==> src/rtl/attractor_classifier.sv <==
// Attractor classifier: watches one trajectory of network states and reports the first
// revisited state as the attractor entry, along with its period and transient length.
module attractor_classifier #(
    parameter int unsigned STATE_W = 8
) (
    input  logic               clk,
    input  logic               rst,
    input  logic               start,
    input  logic               x_valid,
    input  logic [STATE_W-1:0] x,
    output logic               busy,
    output logic               done,
    output logic               is_fixed,
    output logic [STATE_W:0]   cycle_len,
    output logic [STATE_W:0]   transient_len,
    output logic [STATE_W-1:0] entry_state
);

    localparam int unsigned NumStates = 1 << STATE_W;

    typedef enum logic [1:0] {
        StIdle,
        StTrack,
        StDone
    } state_e;

    state_e state_q, state_d;

    // One flag per possible state, plus the step number at which it was first seen.
    logic [NumStates-1:0] visited_q;
    logic [STATE_W:0]     idx_q [NumStates];
    logic [STATE_W:0]     step_q;

    logic             accept_start;
    logic             sample;
    logic             revisit;
    logic [STATE_W:0] idx_hit;
    logic [STATE_W:0] period;

    // Decode the current sample against the visited map.
    always_comb begin
        accept_start = (state_q == StIdle) && start;
        sample       = (state_q == StTrack) && x_valid;
        revisit      = sample && visited_q[x];
        idx_hit      = idx_q[x];
        period       = step_q - idx_hit;
    end

    // State register.
    always_ff @(posedge clk) begin
        if (rst) begin
            state_q <= StIdle;
        end else begin
            state_q <= state_d;
        end
    end

    // Next-state logic and status outputs, decoded from the state register only.
    always_comb begin
        state_d = state_q;
        busy    = 1'b0;
        done    = 1'b0;
        unique case (state_q)
            StIdle: begin
                if (start) begin
                    state_d = StTrack;
                end
            end
            StTrack: begin
                busy = 1'b1;
                if (revisit) begin
                    state_d = StDone;
                end
            end
            StDone: begin
                done    = 1'b1;
                state_d = StIdle;
            end
            default: state_d = StIdle;
        endcase
    end

    // Visited map, step counter and result registers.
    always_ff @(posedge clk) begin
        if (rst || accept_start) begin
            visited_q     <= '0;
            step_q        <= '0;
            is_fixed      <= 1'b0;
            cycle_len     <= '0;
            transient_len <= '0;
            entry_state   <= '0;
        end else if (revisit) begin
            cycle_len     <= period;
            transient_len <= idx_hit;
            entry_state   <= x;
            is_fixed      <= (period == (STATE_W + 1)'(1));
        end else if (sample) begin
            visited_q[x] <= 1'b1;
            step_q       <= step_q + 1'b1;
        end
    end

    // Step-number table; entries are only read behind a set visited bit, so no reset needed.
    always_ff @(posedge clk) begin
        if (sample && !visited_q[x]) begin
            idx_q[x] <= step_q;
        end
    end

endmodule

==> config.mk <==
export PLATFORM = sky130hd
export DESIGN_NAME = attractor_classifier
export DESIGN_NICKNAME = d
export VERILOG_FILES = /design/src/rtl/attractor_classifier.sv
export SDC_FILE = /design/constraint.sdc
export NUM_CORES = 2
export LEC_CHECK = 0
export CORE_MARGIN = 2
export CORE_UTILIZATION = 47
export CTS_CLUSTER_DIAMETER = 100
export DETAILED_ROUTE_END_ITERATION = 8
export GPL_ROUTABILITY_DRIVEN = 0
export SYNTH_ARGS = -nofsm -noshare
export SYNTH_HDL_FRONTEND = slang
export SYNTH_SLANG_ARGS = --single-unit
==> constraint.sdc <==
create_clock -name clk -period 9.14 [get_ports clk]
set_input_delay 1.828 -clock clk [delete_from_list [all_inputs] [get_ports clk]]
set_output_delay 1.828 -clock clk [all_outputs]
set_load 0.02 [all_outputs]
* After elaboration in Yosys (flattened, before gate mapping) *
Memory sizes are Yosys's and may differ from the RTL's.
Index checks and enable logic that the tools add are counted.

cells by class
  equal/unequal tests = 5
  bitwise gates (word level) = 2
  reduce and logical (&&, ||, !) cells = 10
  $lt $le $gt $ge = 2
  add/subtract/negate cells = 2
  multiplexer cells = 11

operators by type and width
  cell                                                 number
  bitwise OR 256 bit                                   1
  adder 9 x 1 -> 9 bit, second input constant          1
  == test 9 x 1 -> 1 bit, second input constant        1
  < comparator 8 x 9 -> 1 bit, second input constant   1
  subtractor 9 bit                                     1
  binary-select mux 1 bit (select 8 bit)               1
  demux 1 bit (select 8 bit)                           1
  >= comparator 8 x 1 -> 1 bit, second input constant  1
  two-way mux 1 bit                                    6
  logical AND 1 bit                                    5
  two-way mux 2 bit                                    2
  != test 2 bit, second input constant                 2
  one-hot mux 2 bit (2 select lines)                   1
  AND reduction 2 bit                                  2
  == test 2 x 1 -> 1 bit, second input constant        1
  == test 2 bit, second input constant                 1
  zero test 2 bit                                      1
  zero test 1 bit                                      1
  logical OR 1 bit                                     1
  NOT 1 bit                                            1

storage, ports and cells
  output and inout bits = 29
  memories = 1
  word-level logic and storage cells = 40
  input bits = 12
  flip-flop bits (word level) = 294
  bits in writable memories = 2304

memory list
  name   depth  width  rd ports  clocked after Yosys merged registers in  write ports  RTL line  text
  idx_q  256    9      1         0                                        1            31        logic [STATE_W:0] idx_q [NumStates];

* Depth between registers and ports, before layout *
  depth in word-level cells = 6
  mapped depth = 26
  mapped depth without buffers = 18

* Least setup slack after synthesis *
Ideal clock, no wire load.

  kind = input to register
  from = input port x[1]
  to = register is_fixed
  setup time = 59 ps
  stages on the path = 19
  path slack = 2715 ps
  path buffers = 7
  arrival = 6366 ps
  required time = 9081 ps
  cells stage by stage = buf_6 -> buf_6 -> buf_6 -> buf_6 -> buf_6 -> buf_2 -> buf_1 -> mux4_2 -> mux4_2 -> a22oi_1 -> nand4_1 -> a31o_2 -> ha_1 -> fa_1 -> xnor2_1 -> or4b_2 -> or4_1 -> nor3_1 -> a31o_1

on the way
  longest elaborated chain between the ends = 3
  elaborated cells on any way between the ends = 6
  those cells by class = 1 x add/sub; 1 x eq/ne; 2 x mux; 1 x reduce/logical; 1 x memory

ends and longest elaborated chain
  item                       RTL line  text
  start, declared            10        input logic [STATE_W-1:0] x,
  memory read (256 x 9 bit)  --
  net idx_hit[0]             37        logic [STATE_W:0] idx_hit;
  subtractor 9 bit           46        period = step_q - idx_hit;
  == test 9 x 1 -> 1 bit     96        is_fixed <= (period == (STATE_W + 1)'(1));
  end signal, assigned       96
  end, declared              13        output logic is_fixed,

The timed path passes the listed nets, and every way through them passes these cells. The select of a mux whose other input is x is not followed.
A chain may end at the register's enable or synchronous reset.

* Worst setup path in the final report *
  from = input port x[6]
  to = register is_fixed

on the way
  longest elaborated chain between the ends = 3
  elaborated cells on any way between the ends = 6
  those cells by class = 1 x add/sub; 1 x eq/ne; 2 x mux; 1 x reduce/logical; 1 x memory

ends and longest elaborated chain
  item                                                                                        RTL line
  memory read (256 x 9 bit) / binary-select mux 1 bit (select 8 bit) (equally long branches)  --
  subtractor 9 bit / two-way mux 1 bit (equally long branches)                                46, 44
  == test 9 x 1 -> 1 bit / logical AND 1 bit (equally long branches)                          96, 44

Parallel ways exist; a longest one is shown, timed or not. The select of a mux whose other input is x is not followed.

==> summary.txt <==
Critical path
  • R2R Path End: is_fixed
  • Path depth of the worst reg2reg path: 16
  • Worst setup EP type: flop
  • Reg2reg start: idx_q[10][3]
  • Worst Path Arrival: 8100 ps
  • Worst-path fanout max: 15
  • Setup crit start kind: input port
  • CP Data Required Time: 10010 ps
  • Setup slack, reg-to-reg: 3970 ps
  • CP Class: in2reg

Synth
  • Net Count, Synth: 4946
  • Main flop type after synthesis: edfxtp_1
  • Syn avg cell area: 20.50 um^2
  • Synth Register Bits: 2598
  • Mapped Cells: 4924
  • Yosys warnings: 0
  • Mapped Area: 100900 um^2
  • Synth async-reset ratio: 0%
  • Post-synthesis cell type count: 67
  • Register area share after synthesis: 74.38%
  • EDFF count, synth: 2304

Finish
  • Multi-input logic area: 24210 um^2
  • Share of post-route cells with drive strength above 1: 26.74%
  • Layout area overhead: 14.00%
  • Final-layout fill cell count: 16570
  • Final net count: 5323
  • Final Cell Area: 115100 um^2
  • FF/Latch Area: 75110 um^2

Global route
  • Grt met1 use: 37.27%
  • First-pass GRT wire length: 396.8 mm
  • Met3 usage: 5.596%
  • GR Util met2: 38.65%
  • Aggregate global routing overflow: 0
  • Largest net degree at the start of global routing: 264
  • GRT Max-Usage Layer: met2
  • Initial antenna violation count: 12
  • Number of global-route vias before repair: 51577
  • GR Util All Layers: 25.70%

Routing
  • Post-route ant nets: 0
  • Final WL: 280.3 mm
  • Routed vias/inst: 6.291
  • Post-DR wirelength/cell: 33.65 um
  • DR pass1 iterations: 6
  • Iter 0 DRT Violations: 7417
  • Routed vias: 52413
  • DRC viols: 0

Clock tree
  • Clk buf depth: 4
  • CTS Buf Count: 286
  • TritonCTS clock tree: yes
  • PostCTS Resize Cnt: 0
  • CTS Sinks: 2598
  • CTS H-tree depth: 5
  • Root buf cell: clkbuf_16
  • # Post-CTS Setup Buffers: 0
  • CTS Hold Buffers Added: 0
  • Skew-Pair Late Insertion Delay: 930 ps
  • Clock-pin slew on the worst setup and hold paths: 60 ps

Hold path
  • Worst Hold Launch: visited_q[22]
  • Cell count of the worst hold path: 1
  • Hold endpoint: visited_q[22]
  • Hold Path Class: reg2reg

Floorplanning
  • Top Ports: 41
  • Row Count: 170
  • Core area: 214000 um^2
  • Initial Util: 47.17%
  • Die extent in y: 467.4 um
  • Die ar.: 218500 um^2
  • Die width: 467.4 um

Timing
  • Min cycle time layout: 7238 ps
  • RSZ-0062 raised after global routing: false
  • Setup violators final: 0
  • Slew @ Worst Pin: 1339 ps
  • Hold WS: 473.0 ps
  • Setup tns final: 0 ps
  • Slew headroom: 10.74%
  • Max Clk Rate: 138.2 MHz
  • Max-slew violations: 0
  • Fin crit share: 79.19%
  • Final Skew: 66.79 ps
  • Final hold viol count: 0

Placed design
  • Port buffer count: 40
  • HPWL Detailed: 171.6 mm
  • DP Area: 106400 um^2

Run
  • Max cap viols: 0

Outcome
  • Status: finished, final reports clean

Power
  • Pwr/cell area: 212.2 nW/um^2
  • Static leakage: 38.36 nW
  • Worst VDD drop: 0.1936 mV
  • Pwr Total: 0.02442 W
==> routing by layer <==
layer	wire, um	up-vias
met4	10310	4
met2	127700	2610
li1	-	21243
met3	26500	504
met1	115600	28052
met5	236	-
==> synth_stat cells (5+ instances only) <==
cell	n	area share, %
mux4_1	10	0.26
xnor2_1	7	0.061
nor2b_1	19	0.12
nor3_1	17	0.084
a22o_1	269	2.3
inv_1	6	0.022
nand2b_1	12	0.074
dfxtp_1	294	5.8
a21oi_1	27	0.13
clkbuf_1	90	0.33
a31oi_1	9	0.056
nor2_1	348	1.3
o32ai_1	13	0.11
a2111oi_0	5	0.043
nand4_1	12	0.074
o21ai_0	16	0.079
o211ai_1	6	0.045
mux2i_1	219	2.2
and3_1	5	0.031
nor2_2	6	0.037
buf_4	31	0.23
o22ai_1	16	0.099
a22oi_1	99	0.74
edfxtp_1	2304	69
buf_2	158	0.78
mux4_2	660	15
ha_1	9	0.11
and2_1	8	0.050
nand2_1	77	0.29
buf_6	23	0.26
buf_1	17	0.063
a211oi_1	11	0.082
nand3_1	66	0.33
==> kinds of logic after synthesis <==
kind of cell,Yosys count,synth area share [%]
buf+inv,332,1.771
flops,2598,74.38
compound gates,492,3.915
simple gates,593,2.560
mux,890,17.17
xor+xnor,9,0.07810
fa+ha+maj,10,0.1314
==> how the worst max path moves through the flow <==
stage	startpoint	endpoint	slack, ps	cells past startpoint
after global routing	x[6]	is_fixed	1990	17
after floorplan	x[1]	is_fixed	2720	19
after detailed placement	x[6]	is_fixed	1260	17
final	x[6]	is_fixed	1900	17
after global placement	x[0]	is_fixed	700	17
after CTS	x[6]	is_fixed	2240	17
==> layout by cell type, fill, tap and decap left out, drive strengths merged, types with 77 or more instances in the layout <==
master,n
buf,377
mux2i,219
nand2,77
edfxtp,2304
mux4,670
clkinv,85
a22oi,99
clkbuf,365
nor2,354
a22o,269
dfxtp,294
==> metrics by stage <==
stage | worst slack [ps] | utilization (%) | instances
3_3_place_gp | 704.3 | 49.71 | 7850
3_5_place_dp | 1264 | 49.71 | 7851
2_1_floorplan | 2715 | - | 4924
5_1_grt | 1993 | 53.77 | 8329
6_report | 1902 | 53.77 | 8331
4_1_cts | 2245 | 53.77 | 8328
==> state kept, by name (all words and copies together) (netlist names) <==
| signal | cells |
|---|---|
| idx_q | 2304 |
| visited_q | 256 |
| cycle_len | 9 |
| step_q | 9 |
| transient_len | 9 |
| entry_state | 8 |
| state_q | 2 |
| is_fixed | 1 |
==> worst max-delay path: stages <==
cell and delay (ps):
clkdlybuf4s50_1 1000, nand2b_1 380, nor2_1 1050, nand2_1 650, o22ai_1 710, a2111oi_1 130, clkdlybuf4s18_2 320, nand4_1 120
a2111oi_2 70, ha_1 370, o21ai_0 200, a21oi_1 70, nor2_1 140, xnor2_1 110, or4_1 550, nor3_1 210
a31o_1 170
==> cell type report <==
| type | count | area share, % |
|---|---|---|
| diodes | 3 | 0.006524 |
| clock buffers | 364 | 6.646 |
| clock inverters | 113 | 0.8938 |
| inverters | 7 | 0.02284 |
| multi-input cells | 1994 | 21.04 |
| flip-flops and latches | 2598 | 65.27 |
| well taps | 2838 | 3.086 |
| repair buffers | 414 | 3.031 |
==> report_power, final <==
part	internal (W)	leakage, nW	total (W)	switching (W)
combinational	0.000245	9.21	0.000751	0.000506
clock	0.00642	4.26	0.0109	0.00449
sequential	0.0127	24.9	0.0128	0.0000102
Note: power is estimated with default switching activity, not from simulation.
